--- src/rtl/pps_monitor.sv ---
// Pulse-per-second monitor: measures input period, reports lock and loss of signal.
// Optional `PPS_ERRCOUNT_EN adds a saturating o_err_count of bad periods and timeouts.
module pps_monitor #(
    parameter int unsigned CLOCK_RATE_HZ = 100_000_000,
    parameter int unsigned TOLERANCE     = 1000,
    parameter int unsigned LOCK_COUNT    = 3
) (
    input  logic        i_clk,
    input  logic        i_reset_n,
    input  logic        i_pps,
    output logic        o_valid,
    output logic [31:0] o_period,
    output logic        o_locked,
    output logic        o_timeout
`ifdef PPS_ERRCOUNT_EN
    ,
    output logic [15:0] o_err_count
`endif
);

    localparam int unsigned CNT_W  = 32;
    localparam int unsigned GOOD_W = 4;
    localparam int unsigned CMP_W  = 34;

    // Limits are widened and signed so a tolerance larger than the rate cannot wrap.
    localparam logic signed [CMP_W-1:0] PERIOD_MIN =
        $signed(CMP_W'(CLOCK_RATE_HZ)) - $signed(CMP_W'(TOLERANCE));
    localparam logic signed [CMP_W-1:0] PERIOD_MAX =
        $signed(CMP_W'(CLOCK_RATE_HZ)) + $signed(CMP_W'(TOLERANCE));
    localparam logic [CNT_W-1:0] TIMEOUT_CNT =
        CNT_W'(64'(CLOCK_RATE_HZ) + 64'(CLOCK_RATE_HZ) - 64'd1);
    localparam logic [GOOD_W-1:0] LOCK_TGT = GOOD_W'(LOCK_COUNT);

    typedef enum logic [1:0] {
        IDLE   = 2'd0,
        ARMED  = 2'd1,
        LOCKED = 2'd2
    } state_t;

    state_t              state, state_d;
    logic                sync1, sync2, prev;
    logic [CNT_W-1:0]    cnt, cnt_d;
    logic [GOOD_W-1:0]   good, good_d, good_inc;
    logic                valid_d, locked_d, timeout_d;
    logic [CNT_W-1:0]    period_d, period_meas;
    logic signed [CMP_W-1:0] period_s;
    logic                pps_edge, period_good, timeout_hit;

    assign pps_edge    = sync2 & ~prev;
    assign period_meas = cnt + CNT_W'(1);
    assign period_s    = $signed(CMP_W'(period_meas));
    assign period_good = (period_s >= PERIOD_MIN) && (period_s <= PERIOD_MAX);
    assign timeout_hit = (state != IDLE) && !pps_edge && (cnt == TIMEOUT_CNT);
    assign good_inc    = (good < LOCK_TGT) ? good + GOOD_W'(1) : good;

    // Next-state and next-output logic.
    always_comb begin
        state_d   = state;
        cnt_d     = cnt;
        good_d    = good;
        valid_d   = 1'b0;
        period_d  = o_period;
        locked_d  = o_locked;
        timeout_d = o_timeout;

        if (pps_edge) begin
            cnt_d = '0;
            case (state)
                IDLE: begin
                    state_d   = ARMED;
                    timeout_d = 1'b0;
                end
                ARMED: begin
                    valid_d  = 1'b1;
                    period_d = period_meas;
                    if (period_good) begin
                        good_d = good_inc;
                        if (good_inc == LOCK_TGT) begin
                            state_d  = LOCKED;
                            locked_d = 1'b1;
                        end
                    end else begin
                        good_d = '0;
                    end
                end
                LOCKED: begin
                    valid_d  = 1'b1;
                    period_d = period_meas;
                    if (!period_good) begin
                        state_d  = ARMED;
                        locked_d = 1'b0;
                        good_d   = '0;
                    end
                end
                default: state_d = IDLE;
            endcase
        end else if (timeout_hit) begin
            state_d   = IDLE;
            timeout_d = 1'b1;
            locked_d  = 1'b0;
            good_d    = '0;
        end else if (state != IDLE) begin
            cnt_d = cnt + CNT_W'(1);
        end
    end

    always_ff @(posedge i_clk or negedge i_reset_n) begin
        if (!i_reset_n) begin
            sync1     <= 1'b0;
            sync2     <= 1'b0;
            prev      <= 1'b0;
            state     <= IDLE;
            cnt       <= '0;
            good      <= '0;
            o_valid   <= 1'b0;
            o_period  <= '0;
            o_locked  <= 1'b0;
            o_timeout <= 1'b0;
        end else begin
            sync1     <= i_pps;
            sync2     <= sync1;
            prev      <= sync2;
            state     <= state_d;
            cnt       <= cnt_d;
            good      <= good_d;
            o_valid   <= valid_d;
            o_period  <= period_d;
            o_locked  <= locked_d;
            o_timeout <= timeout_d;
        end
    end

`ifdef PPS_ERRCOUNT_EN
    logic err_inc;

    // Every out-of-tolerance strobe and every loss-of-signal event is an error.
    assign err_inc = (pps_edge && (state != IDLE) && !period_good) || timeout_hit;

    always_ff @(posedge i_clk or negedge i_reset_n) begin
        if (!i_reset_n) begin
            o_err_count <= '0;
        end else if (err_inc && (o_err_count != 16'hFFFF)) begin
            o_err_count <= o_err_count + 16'd1;
        end
    end
`endif

endmodule

--- config.mk ---
export PLATFORM = sky130hd
export DESIGN_NAME = pps_monitor
export DESIGN_NICKNAME = d
export VERILOG_FILES = /design/src/rtl/pps_monitor.sv
export SDC_FILE = /design/constraint.sdc
export NUM_CORES = 1
export LEC_CHECK = 0
export ABC_AREA = 1
export CAP_MARGIN = 30
export CORE_MARGIN = 2
export CORE_UTILIZATION = 35
export CTS_BUF_LIST = sky130_fd_sc_hd__clkbuf_8
export CTS_CLUSTER_DIAMETER = 100
export CTS_CLUSTER_SIZE = 28
export DETAILED_ROUTE_END_ITERATION = 16
export PLACE_DENSITY = 0.56
export RECOVER_POWER = 100
export SETUP_SLACK_MARGIN = 0.4
export SYNTH_ARGS = -nofsm -noshare
export SYNTH_HDL_FRONTEND = slang
export SYNTH_SLANG_ARGS = --single-unit
--- constraint.sdc ---
create_clock -name i_clk -period 2.5 [get_ports i_clk]
set_input_delay 0.75 -clock i_clk [delete_from_list [all_inputs] [get_ports i_clk]]
set_output_delay 0.75 -clock i_clk [all_outputs]
set_load 0.03 [all_outputs]
Word-level counts from Yosys, hierarchy flattened
Index checks and enable logic that the tools add are counted.

Div/mod/pow operators: 0. $add $sub $neg: 2. Shift-type cells: 0. Multiplexer cells: 26. Multipliers: 0. Bitwise logic cells: 2. Magnitude comparators: 3. Eq/ne operators: 10. Reduce and logical (&&, ||, !) cells: 15.

Operator list (number): $mux W32 (3); $add A32 B1 Y32 const B (1); $eq A32 B28 Y1 const B (1); $ge A32 B27 Y1 const B (1); $le A32 B27 Y1 const B (1); $mux W4 (5); $mux W1 (10); $mux W2 (5); $ne A3 B3 Y1 const B (3); $pmux W4 S2 (1); $pmux W2 S3 (1); $reduce_and A2 Y1 (3); $reduce_bool A2 Y1 (3); $reduce_and A5 Y1 (1); $add A4 B1 Y4 const B (1); $eq A4 B2 Y1 const B (1); $lt A4 B2 Y1 const B (1); $reduce_and A4 Y1 (1); $logic_and A1 B1 Y1 (3); $ne A3 B1 Y1 const B (1); $reduce_and A3 Y1 (1); $eq A2 B1 Y1 const B (1); $eq A2 B2 Y1 const B (1); $logic_not A2 Y1 (1); 7 further kinds (7).

Latch bits: 0. Register bits: 76. Memory bits (writable): 0. Bits of input ports: 3. Memories kept: 0. ROM bits: 0. Word-level logic and storage cells: 68.

Logic depth before layout (Yosys ltp)
Gate-level depths: netlist (run 1).

Word-level depth: 7. Gate-level depth with buffers: 20. Depth with buffers taken out: 20.

Worst setup path after synthesis (run 1)
Ideal clock, no wire load.

Path type: reg2reg. From: reg cnt[1]. To: reg good[2]. Arrival time: 2.120 ns. Buffers on the path: 0. Path slack: 0.267 ns. Clock period less this slack: 2.233 ns. Cell stages (with the launch flop): 19. Cell sequence: dfrtp_1 > ha_1 > nand2_2 > nor2_4 > nand2_2 > nor2_2 > nand2_1 > nand2_1 > nand2_2 > nor2_4 > and2_1 > nand2_1 > a21oi_2 > nand2_1 > nand3_2 > nand2_4 > or2_1 > nand2_1 > inv_1.

Cells in the longest elaborated chain, start to end: 6. Elaborated cells between the ends (all ways): 12. Classes of those cells: add/sub (1); order compare (2); eq/ne (2); mux (3); reduce/logical (4).

Ends and longest elaborated chain: from (decl) (line 42) `logic [CNT_W-1:0] cnt, cnt_d;`; from (signal assigned) (line 124) `cnt <= cnt_d;`; $add A32 B1 Y32 (line 50) `assign period_meas = cnt + CNT_W'(1);`; $ge A32 B27 Y1 / $le A32 B27 Y1 (equally long branches) (line 52) `assign period_good = (period_s >= PERIOD_MIN) && (period_s <= PERIOD_MAX);`; $logic_and A1 B1 Y1 (line 52); $mux W4 (line 76) `if (period_good) begin`; $pmux W4 S2 (line 68) `case (state)`; $mux W4 (line 66) `if (pps_edge) begin`; to (signal assigned) (line 125) `good <= good_d;`; to (decl) (line 43) `logic [GOOD_W-1:0] good, good_d, good_inc;`.

Several ways; a longest one is shown, not always the timed one. A chain may end at the register's enable or synchronous reset.

Worst setup path in the final report (run 1)
From: reg cnt[1]. To: reg state[0].

Cells in the longest elaborated chain, start to end: 5. Elaborated cells between the ends (all ways): 10. Classes of those cells: add/sub (1); order compare (2); eq/ne (3); reduce/logical (4).

Ends and longest elaborated chain: $add A32 B1 Y32 (line 50); $ge A32 B27 Y1 / $le A32 B27 Y1 (equally long branches) (line 52); $logic_and A1 B1 Y1 (line 52); $ne A3 B3 Y1 (no line); $reduce_and A4 Y1 (no line) *; to (signal assigned) (line 123) `state <= state_d;`; to (decl) (line 40) `state_t state, state_d;`.

Every way passes the cells marked *; elsewhere a longest branch is shown, timed or not.

==> results of run 1 <==
## routing by layer
metal	share of wire (%)	vias to the layer above	wire length (µm)
met5	0	-	0
met4	1.9	0	255
met3	5.8	16	780
met2	46	122	6260
met1	46	2035	6180
li1	-	2094	-
## what timing repair did
action                                  in CTS  in global routing
gates cloned                                 2                  2
endpoints found under the setup margin      74                 39
buffers inserted                            14                  7
resized for setup                           70                 59
pin swaps                                    7                 27
## report_power, final
part	leakage (nW)	total [mW]	internal, mW	switching [mW]
Combinational	1.67	0.479	0.182	0.297
Sequential	1.04	1.30	1.27	0.0323
Clock	0.128	1.20	0.692	0.512
## layout make-up
cell class / count / area share (%)
clock buffer: 10 / 2.33
clock inverter: 6 / 1.88
inverter: 81 / 5.14
multi-input combinational: 416 / 39.0
sequential: 76 / 32.2
tap: 147 / 3.11
timing repair buffer: 114 / 16.3
## synthesized netlist by cell type
cell type / instances
o21ai_0: 41
inv_2: 6
nand3_1: 31
a21oi_2: 1
and2_1: 1
a21oi_1: 6
dfrtp_1: 76
inv_1: 74
o21ai_1: 5
buf_4: 1
nand3_2: 2
or2_1: 1
clkinv_1: 1
nand2_4: 3
clkbuf_1: 13
o22ai_1: 30
nor2_1: 58
xor2_1: 4
ha_1: 6
nand2_2: 11
mux2_2: 1
xnor2_1: 1
nor3_1: 5
nand2_1: 179
nand3b_1: 1
nor4_1: 2
nor2_4: 8
nor2_2: 9
nand4_1: 10
## flip-flops by register name, indices dropped and copies added (netlist names)
register   cells
o_timeout      1
sync1          1
cnt           32
o_valid        1
o_period      32
good           4
sync2          1
o_locked       1
prev           1
state          2
## final timing paths
path	startpoint	to	slack, ns	cells after the start
max	cnt[1]	state[0]	-0.10	19
min	sync1	sync2	0.36	0
max reg2reg	cnt[1]	state[0]	-0.10	19
min reg2reg	sync1	sync2	0.36	0
max in group asynchronous	i_reset_n	cnt[6]	0.43	2
min in group asynchronous	i_reset_n	o_period[7]	0.51	1
## layout by cell type, fill, tap and decap left out, drive strengths merged, types with 7 or more instances in the layout
cell,netlist,routed
nand4,10,10
o21ai,46,46
buf,1,74
dlygate4sd2,0,35
clkbuf,13,13
dfrtp,76,76
o22ai,30,30
nor2,75,75
inv,80,83
nand2,193,193
a21oi,7,7
nand3,33,33
## through the flow
stage               hold WS [ns]  area [µm²]  util, %  TNS (ns)  power, mW
detailed placement         0.341        5230     43.7     -1.11       1.71
global placement           0.332        5230     43.7     -1.40       1.71
global route               0.371        5920     49.5     -3.27       3.10
floorplan                  0.331        4300        -         0       1.54
CTS                        0.345        5720     47.8   -0.0211       2.98
finish                     0.358        5920     49.5    -0.382       2.98
## critical path, delay by kind of cell, from the launching register on
| kind | cells | cell delay, ns |
|---|---|---|
| AND/OR/NAND/NOR | 16 | 1.78 |
| flip-flops | 1 | 0.42 |
| buffers and inverters | 1 | 0.05 |
| AO/OA/AOI/OAI | 1 | 0.08 |
| adder cells (fa/ha/maj) | 1 | 0.18 |
## logic make-up after synthesis
| logic type | synth area share, % |
|---|---|
| xor+xnor | 1.02 |
| buf+inv | 8.41 |
| fa+ha+maj | 1.75 |
| flops | 44.4 |
| simple gates | 33.5 |
| compound gates | 10.7 |
| mux | 0.263 |
==> metrics.md, run 1 <==
| Metric | Value |
|---|---|
| Status | `finished with violations` |
| Violated checks | `negative setup slack` |
| GRT Resource Usage Total | `21.9%` |
| Fillers | `1189` |
| Die area | `13100 µm²` |
| GR Layer Usage met1 | `29.7%` |
| Share of layout cells above drive strength 1 | `27.7%` |
| Unique masters post-synth | `29` |
| RSZ-0062 raised after global routing | `yes` |
| Row cnt | `40` |
| # placed instances | `809` |
| PortBufs | `37` |
| Worst-case clock buffer depth | `2` |
| Endpoints failing setup | `7` |
| Multi-input gate area | `2310 µm²` |
| Drc violations | `0` |
| H-tree Lvls | `3` |
| Grt peak-use layer | `met2` |
| Cell Area, Synth | `4280 µm²` |
| DR pass1 iterations | `5` |
| Synth area leaders | `dfrtp_1 44%, nand2_1 16%, inv_1 6.5%` |
| Final wirelength | `13.5 mm` |
| Largest net degree at the start of global routing | `41` |
| Starting DRT DRC Count | `238` |
| Vias | `4267` |
| Clock transition at the registers of the reported paths | `0.09 ns` |
| Cell type with the largest total area after synthesis | `dfrtp_1` |
| Worst setup SP type | `flip-flop` |
| Share of the synthesized area in the top cell type | `44.4%` |
| Storage cell area | `1910 µm²` |
| Worst hold path class | `flip-flop to flip-flop` |
| Static Leak | `2.84 nW` |
| Crit-path max FO | `6` |
| Total congestion overflow | `0` |
| Max cap viols | `0` |
| Fin crit share | `104%` |
| Vias per inst | `5.02` |
| Die Y | `115 µm` |
| Post-CTS Hold Buffers | `0` |
| Initial antenna violation count | `0` |
| Antenna fix cells | `0` |
| Max Slew Vio Count | `0` |
| Syn Nets | `596` |
| Post-synthesis register bit count | `76` |
| Synth Area per Inst | `7.30 µm²` |
| IO Count | `38` |
| Pwr dens | `504 nW/µm²` |
| Final nets | `707` |
| CTS Buf Count | `9` |
| PnR worst setup slack | `-0.101 ns` |
| Maximum vdd ir drop | `376 µV` |
| Clk Latency, worst-skew pair | `0.39 ns` |
| Setup CP Type | `flip-flop to flip-flop` |
| First-pass GRT wire length | `21.7 mm` |
| CP endpoint kind | `flip-flop` |
| Final GP Congestion | `0.932` |
| Actual slew at the worst max-slew pin | `1.01 ns` |
| CTS tree | `done` |
| CTS sink cnt | `76` |
| Met2 GRT Util | `34.3%` |
| Core area | `12000 µm²` |
| Routing usage on met3 | `4.71%` |
| Routed len/inst | `15.9 µm` |
| CP cell instances | `ha_4 > nand2_4 > nor2_4 > nand2_4 > nor2_4 > nand2_1 > nand2_1 > nand2_2 > nor2_4 > inv_2 > nor3_4 > nand3_2 > nand2_4 > nand2_4 > nand2_2 > nand2_2 > nor2_4 > nand2_1 > o21ai_1` |
| Worst path slowest cell | `dfrtp_1` |
| Fmax | `384 MHz` |
| Worst path required time | `2.81 ns` |
| DP HPWL | `9.64 mm` |
| Die Width | `115 µm` |
| Initial core utilization | `35.8%` |
| Synth Instances | `587` |
| Non-filler instance count after layout | `850` |
| Final Hold Fails | `0` |
| Post-Place Worst Slack | `-0.222 ns` |
| Critical path arrival | `2.91 ns` |
| Root Driver | `clkbuf_8` |
| Area growth syn-to-layout | `38.2%` |
| Synth warn | `0` |
| Antenna viol nets, final | `0` |
| Slew Limit Headroom | `32.8%` |
| Vias in the first global route | `4255` |
| Period minus WS final | `2.60 ns` |
| Sequential fraction of the synthesis area | `44.4%` |
| Max incr delay on CP | `0.42 ns` |
| Clock Skews | `0.0105 ns` |
No activity file was read; power rests on OpenSTA's default activity.
==> inputs of run 2 (changes only) <==
--- a/config.mk
+++ b/config.mk
@@ -8,12 +8,12 @@
 export ABC_AREA = 1
 export CAP_MARGIN = 30
 export CORE_MARGIN = 2
-export CORE_UTILIZATION = 35
+export CORE_UTILIZATION = 40
 export CTS_BUF_LIST = sky130_fd_sc_hd__clkbuf_8
 export CTS_CLUSTER_DIAMETER = 100
 export CTS_CLUSTER_SIZE = 28
 export DETAILED_ROUTE_END_ITERATION = 16
-export PLACE_DENSITY = 0.56
+export PLACE_DENSITY = 0.62
 export RECOVER_POWER = 100
 export SETUP_SLACK_MARGIN = 0.4
 export SYNTH_ARGS = -nofsm -noshare
==> metrics.md, run 2 (synthesis gave the netlist of run 1 again) <==
| Metric | Value |
|---|---|
| Status | `finished with violations` |
| Violated checks | `negative setup slack` |
| Vias per inst | `5.10 (+1.6%)` |
| Most common cell on crit path | `nand2_1` |
| Worst setup SP type | `flip-flop` |
| Actual slew at the worst max-slew pin | `0.970 ns (-0.0378 ns)` |
| Setup CP Type | `flip-flop to flip-flop` |
| Switching power summed over all nets | `843 µW (+0.21%)` |
| Top sig layer | `met4` |
| Fmax | `398 MHz (+3.5%)` |
| Reg2reg start | `cnt[1]` |
| Post-Place Worst Slack | `-0.0646 ns (+0.158 ns)` |
| Regs by FF count | `cnt: 32 flops, o_period: 32 flops, good: 4 flops` |
| DP HPWL | `8.67 mm (-10%)` |
| Reg-to-reg endpoint | `good[2]` |
| Met2 wire len | `6.01 mm (-4.0%)` |
| First-pass GRT wire length | `20.7 mm (-4.8%)` |
| Clock transition at the registers of the reported paths | `0.08 ns (about the same)` |
| Placed inst area | `4980 µm² (-4.9%)` |
| Most frequent cells in the layout | `164 x nand2_1, 74 x inv_1, 72 x dfrtp_1, 45 x nor2_1` |
| DR WL met3 | `719 µm (-7.8%)` |
| Initial antenna violation count | `0 (unchanged)` |
| Drc violations | `0 (unchanged)` |
| Fin crit share | `101% (-3.5 points)` |
| Pwr dens | `474 nW/µm² (-6.0%)` |
| Non-filler instance count after layout | `810 (-4.7%)` |
| Switching Fraction | `30.7% (+2.5 points)` |
| Storage cell area | `1910 µm² (about the same)` |
| Total congestion overflow | `0 (unchanged)` |
| Clock Skews | `0.00627 ns (-0.00425 ns)` |
| CTS Buf Count | `9 (unchanged)` |
| Worst hold path class | `flip-flop to flip-flop` |
| Core area | `10400 µm² (-13%)` |
| Largest net degree at the start of global routing | `42 (+2.4%)` |
| Hold slack | `0.354 ns (-0.00413 ns)` |
| Maximum vdd ir drop | `324 µV (-14%)` |
| Hold Crit Start | `sync1` |
| DR pass1 iterations | `4 (-1)` |
| Fillers | `995 (-16%)` |
| Routed len/inst | `15.8 µm (-0.17%)` |
| Hold EP | `sync2` |
| Critical path arrival | `2.78 ns (-0.13 ns)` |
| CTS tree | `done` |
| Antenna fix cells | `0 (unchanged)` |
| Vias in the first global route | `4154 (-2.4%)` |
| Antenna viol nets, final | `0 (unchanged)` |
| PnR worst setup slack | `-0.0127 ns (+0.0887 ns)` |
| Final wirelength | `12.8 mm (-4.9%)` |
| Fin area | `5790 µm² (-2.1%)` |
| Max Slew Vio Count | `0 (unchanged)` |
| Sequential power share | `47.5% (+3.9 points)` |
| Starting DRT DRC Count | `250 (+5.0%)` |
| Endpoints failing setup | `2 (-5)` |
| Clock Power Share | `31.1% (-9.2 points)` |
| Multi-input gate area | `2410 µm² (+4.6%)` |
| CTS sink cnt | `76 (unchanged)` |
| Worst Reg2Reg Path Length in Cells | `19 (unchanged)` |
| Worst path slowest cell | `dfrtp_1` |
| Slew Limit Headroom | `35.3% (+2.5 points)` |
| Logic pwr share | `21.4% (+5.4 points)` |
| Register-to-register setup slack | `-0.01 ns (+0.09 ns)` |
| Area growth syn-to-layout | `35.2%` |
| Kind of cell adding the most delay to the critical path | `simple AND/OR/NAND/NOR gates` |
| # placed instances | `766 (-5.3%)` |
| CP cell instances | `buf_4 > nand2_2 > nor2_4 > nand2_1 > nor2_4 > nand2_1 > nand2_1 > nand2_1 > nor2_1 > nand2_1 > nor2_1 > a21oi_2 > nand2_1 > nand2_2 > nand2_4 > nor2_4 > or2_1 > nand2_1 > inv_1` |
| Commonest non-fill, non-tap cell in the layout | `nand2_1` |
| Buf/Inv on CP | `2 (+1)` |
| IO Count | `38 (unchanged)` |
| Post-CTS Hold Buffers | `0 (unchanged)` |
| Root Driver | `clkbuf_8` |
| Die area | `11600 µm² (-12%)` |
| Row cnt | `37 (-7.5%)` |
| Die Y | `107 µm (-6.2%)` |
| H-tree Lvls | `3 (unchanged)` |
| PortBufs | `37 (unchanged)` |
| M1 WL | `5.68 mm (-8.1%)` |
| CP endpoint kind | `flip-flop` |
| Die Width | `107 µm (-6.2%)` |
| Crit-path max FO | `4 (-2)` |
| Max cap viols | `0 (unchanged)` |
| RSZ-0062 raised after global routing | `yes` |
| Final nets | `679 (-4.0%)` |
| Static Leak | `2.66 nW (-6.5%)` |
| Worst Hold Depth | `0 (unchanged)` |
| Final GP Congestion | `0.999 (+7.1%)` |
| Worst-case clock buffer depth | `2 (unchanged)` |
| Clk Latency, worst-skew pair | `0.37 ns (-0.02 ns)` |
| Share of layout cells above drive strength 1 | `26.3% (-1.5 points)` |
| Final Hold Fails | `0 (unchanged)` |
| Worst path required time | `2.77 ns (-0.04 ns)` |
| Max incr delay on CP | `0.41 ns (about the same)` |
| GRT Resource Usage Total | `23.3% (+1.5 points)` |
| Setup TNS | `-0.0192 ns (+0.363 ns)` |
| Initial core utilization | `41.3% (+5.5 points)` |
| Int Pwr | `1.90 mW (-11%)` |
| Vias | `4132 (-3.2%)` |
| Period minus WS final | `2.51 ns (-0.0887 ns)` |
-- run 2: changes by cell type in the layout (fill, tap and decap cells not counted), moves of 5 or more --
cell	change
buf_4	-27
buf_6	-5
nand2_1	+6
nor2_1	+7
nor2_2	-5
o22ai_1	-21
o22ai_2	+18
-- run 2: final cells by class --
class | count | area share [%]
well taps | 136 | 2.94
clock buffers | 11 | 2.61
repair buffers | 86 | 14.2
inverters | 81 | 5.36
flip-flops and latches | 76 | 32.9
clock inverters | 4 | 0.302
multi-input cells | 416 | 41.7
-- run 2: worst max path at each step --
stage	from	to	slack [ns]	cells after the start
2_1_floorplan	cnt[1]	good[2]	0.28	19
3_3_place_gp	cnt[0]	good[2]	-0.009	19
3_5_place_dp	cnt[0]	good[1]	-0.06	16
4_1_cts	cnt[1]	good[3]	-0.02	19
5_1_grt	cnt[9]	good[3]	-0.23	18
6_report	cnt[1]	good[2]	-0.01	19
-- run 2: worst register-to-register path, cell delays in order (launching register included) --
cell and delay, ns:
dfrtp_1 0.41, buf_4 0.14, nand2_2 0.07, nor2_4 0.20
nand2_1 0.11, nor2_4 0.12, nand2_1 0.06, nand2_1 0.05
nand2_1 0.10, nor2_1 0.16, nand2_1 0.12, nor2_1 0.14
a21oi_2 0.08, nand2_1 0.08, nand2_2 0.09, nand2_4 0.10
nor2_4 0.04, or2_1 0.23, nand2_1 0.07, inv_1 0.03
-- run 2: layer usage --
metal | vias up | track usage (%)
li1 | 2040 | -
met1 | 1937 | 30.4
met2 | 125 | 37.7
met3 | 30 | 4.90
met4 | 0 | 9.71
met5 | - | 0
-- run 2: per-stage QoR --
stage | util [%] | power (mW)
6_report | 55.9 | 2.75
5_1_grt | 55.9 | 2.86
4_1_cts | 53.2 | 2.70
3_5_place_dp | 48.0 | 1.70
3_3_place_gp | 48.0 | 1.70
2_1_floorplan | - | 1.54
-- run 2: power groups by stage --
stage          combinational (mW)  clock, mW  sequential (mW)
6_report                    0.588      0.855             1.30
5_1_grt                     0.625      0.924             1.31
4_1_cts                     0.537      0.872             1.29
3_5_place_dp                0.381          0             1.32
3_3_place_gp                0.378          0             1.32
2_1_floorplan               0.178          0             1.36
-- run 2: timing repair --
action,CTS,global route
pin swaps,13,17
endpoints found under the setup margin,74,40
gates cloned,5,0
setup buffers,13,11
resized for setup,84,51
==> inputs of run 3 (changes only) <==
--- a/config.mk
+++ b/config.mk
@@ -13,6 +13,7 @@
 export CTS_CLUSTER_DIAMETER = 100
 export CTS_CLUSTER_SIZE = 28
 export DETAILED_ROUTE_END_ITERATION = 16
+export GPL_ROUTABILITY_DRIVEN = 0
 export PLACE_DENSITY = 0.62
 export RECOVER_POWER = 100
 export SETUP_SLACK_MARGIN = 0.4
==> metrics.md, run 3 (synthesis gave the netlist of run 1 again) <==
| Metric | Value |
|---|---|
| Largest net degree at the start of global routing | `42 (unchanged)` |
| Reg-to-reg endpoint | `state[1]` |
| H-tree Lvls | `3 (unchanged)` |
| Most common cell on crit path | `nand2_1` |
| Max incr delay on CP | `0.44 ns (+0.03 ns)` |
| # placed instances | `762 (-0.52%)` |
| PortBufs | `37 (unchanged)` |
| First-pass GRT wire length | `18.7 mm (-9.8%)` |
| Reg2reg start | `cnt[10]` |
| Final wirelength | `11.5 mm (-9.9%)` |
| Starting DRT DRC Count | `274 (+9.6%)` |
| Worst Hold Depth | `0 (unchanged)` |
| Initial core utilization | `41.3% (unchanged)` |
| DP HPWL | `8.36 mm (-3.7%)` |
| Fin area | `5350 µm² (-7.7%)` |
| Buf/Inv on CP | `1 (-1)` |
| GRT Resource Usage Total | `21.1% (-2.2 points)` |
| Worst hold path class | `flip-flop to flip-flop` |
| Die Width | `107 µm (unchanged)` |
| Row cnt | `37 (unchanged)` |
| Vias per inst | `5.14 (+0.82%)` |
| Hold EP | `sync2` |
| Non-filler instance count after layout | `796 (-1.7%)` |
| Vias in the first global route | `3911 (-5.8%)` |
| Max Slew Vio Count | `0 (unchanged)` |
| Routed len/inst | `14.5 µm (-8.4%)` |
| Worst path slowest cell | `dfrtp_1` |
| Critical path arrival | `2.78 ns (about the same)` |
| Worst setup SP type | `flip-flop` |
| Final Hold Fails | `0 (unchanged)` |
| Kind of cell adding the most delay to the critical path | `simple AND/OR/NAND/NOR gates` |
| Post-CTS Hold Buffers | `0 (unchanged)` |
| CP cell instances | `nand2_1 > nor2_2 > nand2_1 > nor2_4 > nand2_1 > nand2_1 > nand2_2 > nor2_4 > inv_1 > nor3_1 > nand3_1 > nand2_2 > nand2_2 > nand2_1 > nand2_2 > nor2_4 > nand2_1 > o21ai_1` |
| Endpoints failing setup | `0 (-2)` |
| Fmax | `402 MHz (+0.93%)` |
| CTS sink cnt | `76 (unchanged)` |
| Final total power | `2.53 mW (-7.7%)` |
| Actual slew at the worst max-slew pin | `1.02 ns (+0.0548 ns)` |
| Worst-case clock buffer depth | `2 (unchanged)` |
| Root Driver | `clkbuf_8` |
| Crit-path max FO | `5 (+1)` |
| Commonest non-fill, non-tap cell in the layout | `nand2_1` |
| Worst path required time | `2.79 ns (+0.02 ns)` |
| Most frequent cells in the layout | `166 x nand2_1, 76 x inv_1, 72 x dfrtp_1, 38 x nor2_1, 37 x o21ai_0` |
| Max cap viols | `0 (unchanged)` |
| Worst Reg2Reg Path Length in Cells | `18 (-1)` |
| RSZ-0062 raised after global routing | `yes` |
| Clk Latency, worst-skew pair | `0.36 ns (about the same)` |
| Maximum vdd ir drop | `313 µV (-3.3%)` |
| Drc violations | `0 (unchanged)` |
| Clock Skews | `0.00980 ns (+0.00352 ns)` |
| Setup CP Type | `flip-flop to flip-flop` |
| Core area | `10400 µm² (unchanged)` |
| CTS tree | `done` |
| Antenna viol nets, final | `0 (unchanged)` |
| Area growth syn-to-layout | `24.8%` |
| Die Y | `107 µm (unchanged)` |
| Antenna fix cells | `0 (unchanged)` |
| Die area | `11600 µm² (unchanged)` |
| Initial antenna violation count | `0 (unchanged)` |
| Fillers | `1038 (+4.3%)` |
| Regs by FF count | `cnt: 32 flops, o_period: 32 flops, good: 4 flops` |
| Hold slack | `0.359 ns (+0.00441 ns)` |
| CP endpoint kind | `flip-flop` |
| Pwr dens | `474 nW/µm² (about the same)` |
| Final nets | `665 (-2.1%)` |
| Placed inst area | `4950 µm² (-0.60%)` |
| Fin crit share | `99.6% (-0.92 points)` |
| Finished Core Util | `51.6% (-4.3 points)` |
| Status | `finished, final reports clean` |
| IO Count | `38 (unchanged)` |
| Hold Crit Start | `sync1` |
| Vias | `4094 (-0.92%)` |
| Register-to-register setup slack | `0.01 ns (+0.02 ns)` |
| Slew Limit Headroom | `31.7% (-3.7 points)` |
| Total congestion overflow | `0 (unchanged)` |
| Static Leak | `2.51 nW (-5.7%)` |
| DR pass1 iterations | `5 (+1)` |
| Period minus WS final | `2.49 ns (-0.0230 ns)` |
| Clock transition at the registers of the reported paths | `0.08 ns (about the same)` |
| CTS Buf Count | `9 (unchanged)` |
| Share of layout cells above drive strength 1 | `20.6% (-5.7 points)` |
run 3: cell count changes in the layout (fill, tap and decap cells not counted), sizes merged:
cell,change
inv,+1
clkbuf,+4
buf,-18
clkinv,-1
run 3: power by group:
part	switching [mW]	internal, mW	total, mW
sequential	0.0239	1.27	1.29
clock	0.438	0.399	0.837
combinational	0.279	0.124	0.402
total	0.741	1.79	2.53
run 3: through the flow:
stage               TNS, ns  setup WS [ns]
global route          -1.75         -0.167
CTS                       0         0.0558
detailed placement   -0.870         -0.156
floorplan                 0          0.283
global placement     -0.168        -0.0467
finish                    0         0.0103
run 3: how the worst max path moves through the flow:
stage,start,endpoint,slack (ns),depth (start not counted)
final,cnt[10],state[1],0.01,18
after global routing,cnt[13],good[2],-0.17,18
after CTS,cnt[1],state[0],0.06,17
after detailed placement,cnt[1],state[0],-0.16,17
after global placement,cnt[1],state[0],-0.05,17
after floorplan,cnt[1],good[2],0.28,19
run 3: final cells by class:
class / instances / area (µm²) / area share [%]
clock buffer: 11 / 151 / 2.83
clock inverter: 4 / 17.5 / 0.328
inverter: 81 / 304 / 5.69
multi-input combinational: 416 / 2200 / 41.2
sequential: 76 / 1910 / 35.7
tap: 136 / 170 / 3.18
timing repair buffer: 72 / 592 / 11.1
run 3: layer usage:
metal / global-route usage, % / wire length (µm) / part of all wire (%)
met4: 8.70 / 311 / 2.7
met5: 0 / 0 / 0
met3: 5.08 / 662 / 5.7
met2: 33.8 / 5410 / 47
met1: 27.5 / 5160 / 45
run 3: repair_timing:
| item | 4_1_cts | 5_1_grt |
|---|---|---|
| setup buffers | 9 | 9 |
| pin swaps | 13 | 14 |
| gates resized for setup | 64 | 39 |
| setup endpoints to repair | 74 | 39 |
| gates cloned | 0 | 1 |
